$ cat config.mk
export PLATFORM = sky130hd
export DESIGN_NAME = conv_output_stage
export DESIGN_NICKNAME = d
export VERILOG_FILES = /design/src/rtl/conv_output_stage.sv
export SDC_FILE = /design/constraint.sdc
export NUM_CORES = 1
export LEC_CHECK = 0
export ABC_AREA = 1
export CORE_ASPECT_RATIO = 2
export CORE_MARGIN = 10
export CORE_UTILIZATION = 45
export DETAILED_ROUTE_END_ITERATION = 7
export PLACE_DENSITY = 0.76
export REMOVE_ABC_BUFFERS = 1
export SYNTH_ARGS = -nofsm -noshare
export SYNTH_HDL_FRONTEND = slang
export SYNTH_SLANG_ARGS = --single-unit
$ cat constraint.sdc
create_clock -name clk -period 5.3 [get_ports clk]
set_clock_uncertainty 0.05 [all_clocks]
set_input_delay 1.59 -clock clk [delete_from_list [all_inputs] [get_ports clk]]
set_output_delay 1.59 -clock clk [all_outputs]
set_load 0.02 [all_outputs]
$ cat src/rtl/conv_output_stage.sv
// Requantizes convolution sums to 8-bit pixels, discarding the 3x3 window border.
// Latency: an input sampled at edge N is written to the output FIFO at edge N+2.
// Backpressure: none upstream; a kept pixel that meets a full FIFO is dropped and flags overflow.
module conv_output_stage #(
  parameter int IMG_WIDTH  = 32,
  parameter int IMG_HEIGHT = 32,
  parameter int SHIFT      = 4,
  parameter int FIFO_DEPTH = 8
) (
  input  logic                          clk,
  input  logic                          rst,
  input  logic                          in_valid,
  input  logic [31:0]                   in_sum,
  input  logic                          abs_en,
  output logic                          out_valid,
  input  logic                          out_ready,
  output logic [7:0]                    out_pixel,
  output logic                          out_last,
  output logic                          frame_done,
  output logic                          overflow,
  output logic [$clog2(FIFO_DEPTH):0]   fifo_level
);
  localparam int CW = $clog2(IMG_WIDTH);
  localparam int RW = $clog2(IMG_HEIGHT);
  localparam logic signed [32:0] RND =
    (SHIFT > 0) ? (33'sd1 <<< ((SHIFT > 0) ? SHIFT - 1 : 0)) : 33'sd0;

  typedef struct packed {
    logic       last;
    logic [7:0] pixel;
  } pix_t;

  logic [CW-1:0]      col;
  logic [RW-1:0]      row;
  logic               col_end, row_end, keep_in, last_in;
  logic signed [32:0] sum_rnd;

  logic               s1_vld, s1_keep, s1_last, s1_abs;
  logic signed [32:0] s1_r;
  logic signed [32:0] mag;
  logic [7:0]         pix;

  logic               s2_vld;
  pix_t               s2_dat;
  logic               push_rdy;
  pix_t               head;

  assign col_end = (col == CW'(IMG_WIDTH - 1));
  assign row_end = (row == RW'(IMG_HEIGHT - 1));
  assign keep_in = (row >= RW'(2)) && (col >= CW'(2));
  assign last_in = col_end && row_end;
  // 33-bit sum so adding the rounding constant can never wrap
  assign sum_rnd = $signed({in_sum[31], in_sum}) + RND;

  always_ff @(posedge clk or posedge rst) begin
    if (rst) begin
      col        <= '0;
      row        <= '0;
      frame_done <= 1'b0;
    end else begin
      frame_done <= in_valid && last_in;
      if (in_valid) begin
        if (col_end) begin
          col <= '0;
          row <= row_end ? '0 : row + RW'(1);
        end else begin
          col <= col + CW'(1);
        end
      end
    end
  end

  always_ff @(posedge clk or posedge rst) begin
    if (rst) begin
      s1_vld  <= 1'b0;
      s1_keep <= 1'b0;
      s1_last <= 1'b0;
      s1_abs  <= 1'b0;
      s1_r    <= '0;
    end else begin
      s1_vld  <= in_valid;
      s1_keep <= keep_in;
      s1_last <= last_in;
      s1_abs  <= abs_en;
      s1_r    <= sum_rnd >>> SHIFT;
    end
  end

  always_comb begin
    mag = s1_r;
    if (s1_r[32]) mag = s1_abs ? -s1_r : 33'sd0;
    pix = (mag > 33'sd255) ? 8'hFF : mag[7:0];
  end

  always_ff @(posedge clk or posedge rst) begin
    if (rst) begin
      s2_vld   <= 1'b0;
      s2_dat   <= '0;
      overflow <= 1'b0;
    end else begin
      s2_vld <= s1_vld && s1_keep;
      s2_dat <= '{last: s1_last, pixel: pix};
      if (s2_vld && !push_rdy) overflow <= 1'b1;
    end
  end

  conv_fifo #(
    .WIDTH ($bits(pix_t)),
    .DEPTH (FIFO_DEPTH)
  ) u_fifo (
    .clk      (clk),
    .rst      (rst),
    .push_vld (s2_vld),
    .push_dat (s2_dat),
    .push_rdy (push_rdy),
    .pop_vld  (out_valid),
    .pop_rdy  (out_ready),
    .pop_dat  (head),
    .level    (fifo_level)
  );

  assign out_pixel = head.pixel;
  assign out_last  = head.last;
endmodule

// Show-ahead FIFO; head data reads as zero while empty.
// Latency: a push is visible at the head the cycle after it lands.
// Backpressure: push_rdy low only when full and not popping this cycle.
module conv_fifo #(
  parameter int WIDTH = 9,
  parameter int DEPTH = 8
) (
  input  logic                   clk,
  input  logic                   rst,
  input  logic                   push_vld,
  input  logic [WIDTH-1:0]       push_dat,
  output logic                   push_rdy,
  output logic                   pop_vld,
  input  logic                   pop_rdy,
  output logic [WIDTH-1:0]       pop_dat,
  output logic [$clog2(DEPTH):0] level
);
  localparam int AW = $clog2(DEPTH);
  localparam int LW = AW + 1;

  logic [WIDTH-1:0] mem [DEPTH];
  logic [AW-1:0]    wr_ptr, rd_ptr;
  logic             push_fire, pop_fire;

  assign pop_vld   = (level != '0);
  assign pop_fire  = pop_vld && pop_rdy;
  assign push_rdy  = (level != LW'(DEPTH)) || pop_fire;
  assign push_fire = push_vld && push_rdy;
  assign pop_dat   = pop_vld ? mem[rd_ptr] : '0;

  always_ff @(posedge clk or posedge rst) begin
    if (rst) begin
      wr_ptr <= '0;
      rd_ptr <= '0;
      level  <= '0;
      for (int i = 0; i < DEPTH; i++) mem[i] <= '0;
    end else begin
      if (push_fire) begin
        mem[wr_ptr] <= push_dat;
        wr_ptr      <= wr_ptr + AW'(1);
      end
      if (pop_fire) rd_ptr <= rd_ptr + AW'(1);
      case ({push_fire, pop_fire})
        2'b10:   level <= level + LW'(1);
        2'b01:   level <= level - LW'(1);
        default: level <= level;
      endcase
    end
  end
endmodule

After elaboration in Yosys (flattened, before gate mapping)
Index checks and enable logic that the tools add are counted.

$add $sub $neg: 8. $lt $le $gt $ge: 6. Eq/ne operators: 5. Mux-type cells: 13. Bitwise gates (word level): 2. Reduce and logical (&&, ||, !) cells: 13.

Operators by type and width (count): $bwmux 72 (1); $mux 33 (2); $mux 9 (4); $add 32x5->33 const B (1); $gt 33x9->1 const B (1); $neg 29->33 (1); $bmux 9 s3 (1); $demux 9 s3 (1); $add 5x1->5 const B (2); $eq 5x5->1 const B (2); $ge 5x2->1 const B (2); $mux 5 (2); $ge 4x4->1 const B (2); $logic_and 1x1->1 (8); $mux 8 (1); $not 3->4 (2); $pmux 4 s2 (1); $add 3x1->3 const B (2); $add 4x1->4 const B (1); $lt 4x1->1 const B (1); $ne 4x4->1 const B (1); $reduce_bool 4->1 (1); $sub 4x1->4 const B (1); $eq 2x1->1 const B (1); other kinds (5) (5).

Register bits: 137. Input bits: 37. Output and inout bits: 16. Logic and storage cells: 70.

Logic depth before layout (Yosys ltp)
Gate-level depths: netlist of the first run.

Depth in word-level cells: 6. Mapped depth: 15. Depth with buffers taken out: 15.

Modules after synthesis
From an unflattened synthesis of the first run, not the netlist that was laid out.

Cells, all modules: 930. Area, all modules: 7558.5 sq um.

By module, submodules not included: conv_fifo (times used 1, cells each 462, area each 4046.4 sq um); conv_output_stage (times used 1, cells each 468, area each 3512.1 sq um).

Worst setup path before layout of the first run
No wires, ideal clock.

Path kind: reg2out. Start point: reg u_fifo.rd_ptr[0]. End point: out out_last. Data arrival time: 1.608 ns. Slack: 2.052 ns. Stages on the path, launching flop included: 8. Buffers on the path: 2. Cells stage by stage: dfrtp_1 > clkbuf_1 > clkinv_1 > clkbuf_1 > nor2_1 > o22ai_1 > o21ai_0 > a31oi_1.

Longest elaborated chain between the ends: 5.

Ends and longest elaborated chain: start, declared (line 147) `logic [AW-1:0] wr_ptr, rd_ptr;`; start signal, assigned (line 167) `if (pop_fire) rd_ptr <= rd_ptr + AW'(1);`; $not 3->4 (implied by the code) (line 154) `assign pop_dat = pop_vld ? mem[rd_ptr] : '0;`; $bmux 9 s3 (line 154); $mux 9 (implied by the code) (2 in a row) (line 154); $mux 9 (line 154); end, declared (line 18) `output logic out_last,`.

Every way passes these cells. The select of a mux whose other input is x is not followed.

Worst setup path in the final report of the first run
Start point: reg u_fifo.rd_ptr[1]. End point: out out_pixel[7].

Longest elaborated chain between the ends: 5.

Ends and longest elaborated chain: $not 3->4 (implied by the code) (line 154); $bmux 9 s3 (line 154); $mux 9 (implied by the code) (2 in a row) (line 154); $mux 9 (line 154); end, declared (line 17) `output logic [7:0] out_pixel,`.

Every way passes these cells. The select of a mux whose other input is x is not followed.

==> flow_summary.toml, run 1 <==
[worst_setup_path]
worstSetupEndpointType = "primary output"
worstPathCellList = "inv_1 -> o21ai_0 -> o22ai_1 -> o21ai_0 -> a31oi_1 -> clkdlybuf4s50_1"
critPathRequiredTime_ns = 3.66
slowest_delay_ns = 0.65
path_common_cell = "o21ai_0"
critical_path.startpoint_type = "register"
cp_max_fo = 19
crit_arrival_ns = 2.70
crit_buf_inv = 2
cp_slowest_cell = "clkdlybuf4s50_1"
crit_type = "reg -> out"
cp_top_family = "buffers and inverters"

[run]
drv_cap = 0

[grt]
grt_pass1_wl_mm = 27.62
antenna_found_initial = 0
grt_pass1_vias = 6025
grt_use_total_pct = 15.93
grt_max_degree = 76
grt_overflow = 0

[route]
drtIter0Drc = 301
drc = 0
vias = 6035
wl_met2_mm = 9.221
highest_layer = "met4"
met1Wirelength_mm = 5.749
wl_per_cell_um = 14.19
drtAntennaViolNets = 0
routed_wl_mm = 16.33
route.met3.wl_um = 607
via_per_inst = 5.243
dr.pass1.iters = 4

[die]
rows = 65
io_pins = 53
core_area_um2 = 15700
start_util_pct = 45.61
fp.dieW_um = 109.2
die_area_um2 = 21660
die_h_um = 198.4

[clocking]
clk-insertion-delay-late_ns = 0.42
cts_sinks = 137
cts_htree_levels = 4
hold_buffers = 0
cts_resized = 0
path_clk_slew_ns = 0.06
cts-root-buf = "clkbuf_16"
cts_buffers = 17
cts_tree = "yes"
cts_setup_buffers = 0
cts_buffer_depth = 2

[power_and_ir_drop]
p_leak_uw = 0.003986
finalPower_uw = 4322
power_density_nw_per_um2 = 511.8
ir_drop_uv = 257.9

[yosys]
avgSynthCellArea_um2 = 8.008
synth.most_common_cell = "nand2_1"
synthTopCellsByCount = "215 x nand2_1, 137 x dfrtp_1, 132 x o21ai_0"
synth-seq-area-share_pct = 47.89
ys_ff_latch = 137
async_reset_ff_share_pct = 100.0
yosys-top-cells-area = "dfrtp_1 48%, nand2_1 11%, o21ai_0 9.2%, nor2_1 6.2%, inv_1 4.0%"
ys.warnings.count = 0
syn_inst = 894
synth_edf_count = 0
synth_top_area_share_pct = 47.89
synth_flop_cell = "dfrtp_1"
synth_top_cell_by_area = "dfrtp_1"
synthDistinctLibCells = 40
netlist_area_um2 = 7159

[cells_and_area]
n_antenna_cell = 0
final_layout_size_suffix_gt1_share_pct = 7.053
finalInstanceArea_um2 = 8444
layout.nets = 988
final_core_util_pct = 53.80
area_growth_syn_to_layout_pct = 17.95

[timing]
setup-violations-final = 0
layout_min_cycle_time_ns = 4.342
finalCritPeriodShare_pct = 81.92
slew_headroom_pct = 40.81
fmax_mhz = 230.3
drv_slew = 0
hold_viol = 0
worst_slew_pin_slew_ns = 0.8878
rsz0062_at_grt = "no"

[placement]
place_area_um2 = 7821
place.gp.congestion = 0.8971
io_buffers = 49
hpwl_mm = 11.72

[run_status]
status = "finished, final reports clean"

[min_path]
hp-class = "reg -> reg"
metal layers:
layer / vias to the layer above / global-route usage (%)
met5: - / 0
met4: 0 / 9.545
met3: 48 / 2.496
met2: 139 / 29.76
met1: 2846 / 15.71
li1: 3002 / -
per-stage QoR:
step	instances	setup TNS, ns	worst slack, ns	hold slack [ns]
final	1151	0	0.9581	0.2987
after global routing	1151	0	0.7841	0.3055
after CTS	1151	0	1.002	0.3024
after detailed placement	1119	0	1.447	0.2895
after global placement	1119	0	1.471	0.2853
after floorplan	864	-1.070	-0.007811	0.2812
worst paths after layout:
kind	from	endpoint	slack, ns	cells after the start
worst max-delay path	u_fifo.rd_ptr[1]$_DFFE_PP0P_	out_pixel[7]	0.96	6
worst min register to register	s1_last$_DFF_PP0_	s2_dat[8]$_DFF_PP0_	0.30	0
worst max register to register	u_fifo.level[1]$_DFFE_PP0P_	u_fifo.level[3]$_DFFE_PP0P_	2.40	14
max in group asynchronous	rst	col[3]$_DFFE_PP0P_	2.71	3
worst min-delay path	s1_last$_DFF_PP0_	s2_dat[8]$_DFF_PP0_	0.30	0
min in group asynchronous	rst	s1_r[18]$_DFF_PP0_	1.61	2
area by class of cell:
type	count	area (µm²)
inverter	81	306.5
timing repair buffer	54	540.5
sequential	137	3428
clock inverter	14	183.9
multi-input combinational	646	3294
clock buffer	18	439.2
fill	1446	7252
tap	201	251.5
state kept, by name (all words and copies together), names as in the netlist, 3 cells and up:
signal         flops
s2_dat             9
s1_r              29
u_fifo.mem        72
row                5
u_fifo.level       4
u_fifo.wr_ptr      3
u_fifo.rd_ptr      3
col                5
cell usage in the layout, fill, tap and decap left out, drive strengths merged, types with 17 or more instances in the layout:
| cell | n |
|---|---|
| o21ai | 132 |
| nand4 | 17 |
| clkdlybuf4s50 | 49 |
| clkbuf | 18 |
| xor2 | 19 |
| nor2 | 126 |
| nand3 | 48 |
| nand2 | 218 |
| dfrtp | 137 |
| inv | 83 |
power by group:
group	total [µW]	internal (µW)	switching, µW
registers	1580	1370	210
clock network	1230	763	470
logic	1500	592	911
total	4320	2730	1590
cell families after synthesis:
| family | Yosys count | share of synthesized area (%) |
|---|---|---|
| AO/OA/AOI/OAI | 163 | 11.92 |
| XOR/XNOR | 31 | 3.792 |
| adder cells (fa/ha/maj) | 14 | 2.552 |
| buffers and inverters | 111 | 6.099 |
| flip-flops | 137 | 47.89 |
| AND/OR/NAND/NOR | 438 | 27.75 |
(Power assumes the default switching activity.)
==> run 2: changes to the inputs <==
- clock period: 5.3 -> 3.6 ns (I/O delays scaled with it)
==> run 2 against run 1 <==
Effect of this change: via count rose by 1.6%; cell area rose by 1.2%; worst hold slack better by 0.0058 ns; combinational power up 53%; sequential power rose by 49%; die area unchanged; setup slack worse by 0.85 ns; total power up 47%; core utilization grew 0.67 points; sequential cell count is the same; global-route usage is 0.55 points higher; critical path type unchanged; highest routed layer unchanged.
==> flow_summary.toml, run 2 (same netlist as run 1, synthesis figures left out) <==
[run_status]
status = "finished, final reports clean"

[power_and_ir_drop]
p_leak_uw = 0.004062
finalPower_uw = 6352
ir_drop_uv = 370.2
power_density_nw_per_um2 = 742.9

[placement]
dp.cells = 1133
pre_cts_slack_ns = 0.2552
io_buffers = 49
place.gp.congestion = 0.9224
hpwl_mm = 12.26

[route]
drtIter0Drc = 327
drtAntennaViolNets = 0
via_per_inst = 5.261
routed_wl_mm = 16.95
wl_per_cell_um = 14.54
vias = 6134
dr.pass1.iters = 5
drc = 0

[timing]
hold_viol = 0
slew_headroom_pct = 54.38
fmax_mhz = 286.6
layout_min_cycle_time_ns = 3.489
drv_slew = 0
tns_ns = 0
rsz0062_at_grt = "no"
setup-violations-final = 0
worst_slew_pin_slew_ns = 0.6842
finalCritPeriodShare_pct = 96.91
layout_setup_ws_ns = 0.1111

[clocking]
cts-root-buf = "clkbuf_16"
cts_tree = "yes"
cts_sinks = 137
cts_htree_levels = 4
clk-insertion-delay-late_ns = 0.42
cts_buffer_depth = 2
cts_buffers = 17
hold_buffers = 0
path_clk_slew_ns = 0.07

[cells_and_area]
area_growth_syn_to_layout_pct = 19.42
layout.nets = 1003
largest_reg_flops = 72
stdcell_count = 1166
regMostFlops = "u_fifo.mem"
reg.largest.list = "u_fifo.mem (72), s1_r (29), s2_dat (9)"
n_antenna_cell = 0
layout_commonest_cell = "nand2_1"
final_cell_mix = "215 x nand2_1, 136 x dfrtp_1, 132 x o21ai_0, 119 x nor2_1, 75 x inv_1"
final_layout_size_suffix_gt1_share_pct = 8.808

[worst_setup_path]
crit_type = "reg -> out"
worstSetupEndpointType = "primary output"
critical_path.startpoint_type = "register"
cp_max_fo = 25
crit_arrival_ns = 2.36
critPathRequiredTime_ns = 2.47

[die]
core_area_um2 = 15700
fp.dieW_um = 109.2
rows = 65
io_pins = 53
die_h_um = 198.4
start_util_pct = 45.61
die_area_um2 = 21660

[grt]
antenna_found_initial = 0
grt_use_total_pct = 16.48
grt_max_degree = 42
grt_overflow = 0
grt_pass1_vias = 6194
grt_pass1_wl_mm = 28.43

[run]
drv_cap = 0

[min_path]
hp-class = "reg -> reg"
[run 2: power breakdown]
part	leakage, µW	total [µW]	switching [µW]	internal [µW]
sequential	0.00166	2360	333	2020
combinational	0.00213	2290	1360	929
clock	0.000276	1710	730	976
[run 2: cell type report]
type / count / area (µm²)
clock inverters: 15 / 153.9
repair buffers: 69 / 679.4
inverters: 81 / 310.3
multi-input cells: 646 / 3299
well taps: 201 / 251.5
fillers: 1434 / 7147
clock buffers: 17 / 425.4
flip-flops and latches: 137 / 3430
[run 2: worst max-delay path, cell delays in order, from the launching register on]
cell and delay (ns):
dfrtp_2 0.47, clkinv_1 0.09, buf_6 0.21, nor2_1 0.07, o22ai_1 0.15, o21ai_0 0.11, a31oi_1 0.20, clkdlybuf4s50_1 0.64
[run 2: repair_timing]
action,CTS,global route
setup buffers,1,0
setup endpoints to repair,8,6
pin swaps,0,0
resized for setup,5,5
[run 2: stage by stage]
stage / hold WS [ns] / cell area, µm² / util, %
2_1_floorplan: 0.2812 / 7027 / -
3_3_place_gp: 0.2873 / 7926 / 50.50
3_5_place_dp: 0.2925 / 7926 / 50.50
4_1_cts: 0.3064 / 8536 / 54.38
5_1_grt: 0.3177 / 8549 / 54.47
6_report: 0.3045 / 8549 / 54.47
[run 2: layer usage]
layer  share of wire (%)  routed length, µm  global-route usage, %
met1                  36               6123                  16.00
met2                  57               9736                  31.57
met3                 2.7                463                  2.885
met4                 3.7                627                  8.333
met5                   0                  0                      0
[run 2: final timing paths]
check	startpoint	to	slack, ns	cells after the start
max in group asynchronous	rst	u_fifo.rd_ptr[0]$_DFFE_PP0P_	1.82	3
setup reg to reg	u_fifo.level[1]$_DFFE_PP0P_	u_fifo.level[3]$_DFFE_PP0P_	0.81	14
hold / removal	s1_last$_DFF_PP0_	s2_dat[8]$_DFF_PP0_	0.30	0
hold reg to reg	s1_last$_DFF_PP0_	s2_dat[8]$_DFF_PP0_	0.30	0
setup / recovery	u_fifo.rd_ptr[0]$_DFFE_PP0P_	out_pixel[7]	0.11	7
min in group asynchronous	rst	s1_r[16]$_DFF_PP0_	0.99	2
==> run 3: changes to the inputs <==
--- a/constraint.sdc
+++ b/constraint.sdc
@@ -3,3 +3,3 @@
 set_input_delay 1.08 -clock clk [delete_from_list [all_inputs] [get_ports clk]]
 set_output_delay 1.08 -clock clk [all_outputs]
-set_load 0.02 [all_outputs]
+set_load 0.01 [all_outputs]
==> run 3 against run 2 <==
Effect of this change: sequential share of layout area down 0.16 points; total power up 1.0%; non-clock buffer count down 2; die area unchanged; sequential cell count unchanged; sequential power about the same; first-iteration DRC count up 23%; worst hold slack worse by 0.0063 ns; routed wire length up 1.4%; core utilization up 0.20 points; critical path type unchanged; largest cell class unchanged; largest power group unchanged.
==> flow_summary.toml, run 3 (same netlist as run 1, synthesis figures left out) <==
[clocking]
cts_buffers = 17
cts_buffer_depth = 2
clk-insertion-delay-late_ns = 0.42
path_clk_slew_ns = 0.06
cts-root-buf = "clkbuf_16"
cts_htree_levels = 4
cts_tree = "yes"
cts_sinks = 137

[cells_and_area]
layout.nets = 1001
regMostFlops = "u_fifo.mem"
layout_commonest_cell = "nand2_1"
n_antenna_cell = 0
final_cell_mix = "215 x nand2_1, 137 x dfrtp_1, 131 x o21ai_0, 119 x nor2_1, 76 x inv_1"
area_growth_syn_to_layout_pct = 19.85
reg.largest.list = "u_fifo.mem (72), s1_r (29), s2_dat (9)"
final_layout_size_suffix_gt1_share_pct = 8.411
stdcell_count = 1164
largest_reg_flops = 72
fill_cells = 1413

[timing]
drv_slew = 0
layout_min_cycle_time_ns = 3.455
fmax_mhz = 289.4
worst_slew_pin_slew_ns = 0.6819
tns_ns = 0
slew_headroom_pct = 54.54
finalCritPeriodShare_pct = 95.98
hold_viol = 0
setup-violations-final = 0

[worst_setup_path]
cp_max_fo = 10
worstSetupEndpointType = "primary output"
crit_type = "reg -> out"
critical_path.startpoint_type = "register"
critPathRequiredTime_ns = 2.47
crit_arrival_ns = 2.33

[grt]
grt_pass1_wl_mm = 28.68
grt_use_total_pct = 16.58
grt_max_degree = 68
grt_pass1_vias = 6121
antenna_found_initial = 0
grt_overflow = 0

[placement]
io_buffers = 49
place.gp.congestion = 0.9053
dp.cells = 1130
hpwl_mm = 12.31

[route]
via_per_inst = 5.272
dr.pass1.iters = 5
drtIter0Drc = 402
wl_per_cell_um = 14.76
routed_wl_mm = 17.18
drtAntennaViolNets = 0
drc = 0
vias = 6137

[die]
die_area_um2 = 21660
fp.dieW_um = 109.2
io_pins = 53
core_area_um2 = 15700
start_util_pct = 45.61
die_h_um = 198.4
rows = 65

[power_and_ir_drop]
p_leak_uw = 0.004064
power_density_nw_per_um2 = 747.8
ir_drop_uv = 340.2

[min_path]
hp-class = "reg -> reg"

[run]
drv_cap = 0

[run_status]
status = "finished, final reports clean"
run 3: final timing paths:
check                                             start                          end  slack [ns]  cells past startpoint
setup / recovery           u_fifo.rd_ptr[0]$_DFFE_PP0P_                 out_pixel[0]        0.14                      7
min in group asynchronous                           rst           s1_r[20]$_DFF_PP0_        1.00                      2
hold reg to reg                       s1_last$_DFF_PP0_          s2_dat[8]$_DFF_PP0_        0.30                      0
max in group asynchronous                           rst           col[4]$_DFFE_PP0P_        1.72                      3
setup reg to reg            u_fifo.level[1]$_DFFE_PP0P_  u_fifo.level[3]$_DFFE_PP0P_        0.82                     14
hold / removal                        s1_last$_DFF_PP0_          s2_dat[8]$_DFF_PP0_        0.30                      0
run 3: routing by layer:
layer  track usage, %  share of wire (%)
met5                0                  0
met4            8.818                3.8
met1            16.34                 36
met3            2.366                3.0
met2            31.66                 57
run 3: critical path, cell delays in order, from the launching register on:
cell	delay [ns]
dfrtp_1	0.43
clkinvlp_4	0.17
buf_4	0.20
o21ai_0	0.09
o22ai_1	0.17
o21ai_0	0.10
a31oi_1	0.18
clkdlybuf4s50_1	0.57
run 3: area by class of cell:
| type | count | area (µm²) | share of cell area [%] |
|---|---|---|---|
| Timing Repair Buffer | 67 | 665.6 | 7.757 |
| Sequential cell | 137 | 3428 | 39.95 |
| Multi-Input combinational cell | 646 | 3299 | 38.45 |
| Tap cell | 201 | 251.5 | 2.931 |
| Clock buffer | 18 | 429.2 | 5.001 |
| Inverter | 81 | 310.3 | 3.616 |
| Clock inverter | 14 | 196.4 | 2.289 |
run 3: per-stage QoR:
| stage | setup slack [ns] | total power, µW | hold WS, ns | utilization (%) | instance area, µm² |
|---|---|---|---|---|---|
| after floorplan | -1.198 | 3636 | 0.2812 | - | 7027 |
| after detailed placement | 0.2266 | 4542 | 0.2878 | 50.43 | 7916 |
| after CTS | 0.007154 | 6411 | 0.3005 | 54.44 | 8546 |
| after global placement | 0.2964 | 4461 | 0.2833 | 50.43 | 7916 |
| after global routing | -0.004103 | 6850 | 0.3029 | 54.67 | 8581 |
| final | 0.1447 | 6416 | 0.2982 | 54.67 | 8581 |
run 3: what timing repair did:
item | 4_1_cts | 5_1_grt
hold endpoints to repair | 0 | 0
pin swaps | 0 | 0
resized for setup | 1 | 6
setup endpoints to repair | 1 | 3
setup buffers | 0 | 2
hold buffers | 0 | 0
run 3: report_power, final:
group / leakage (µW) / internal [µW] / switching [µW] / total, µW
combinational: 0.00211 / 953 / 1280 / 2230
clock: 0.000297 / 1160 / 675 / 1840
sequential: 0.00166 / 2020 / 325 / 2350
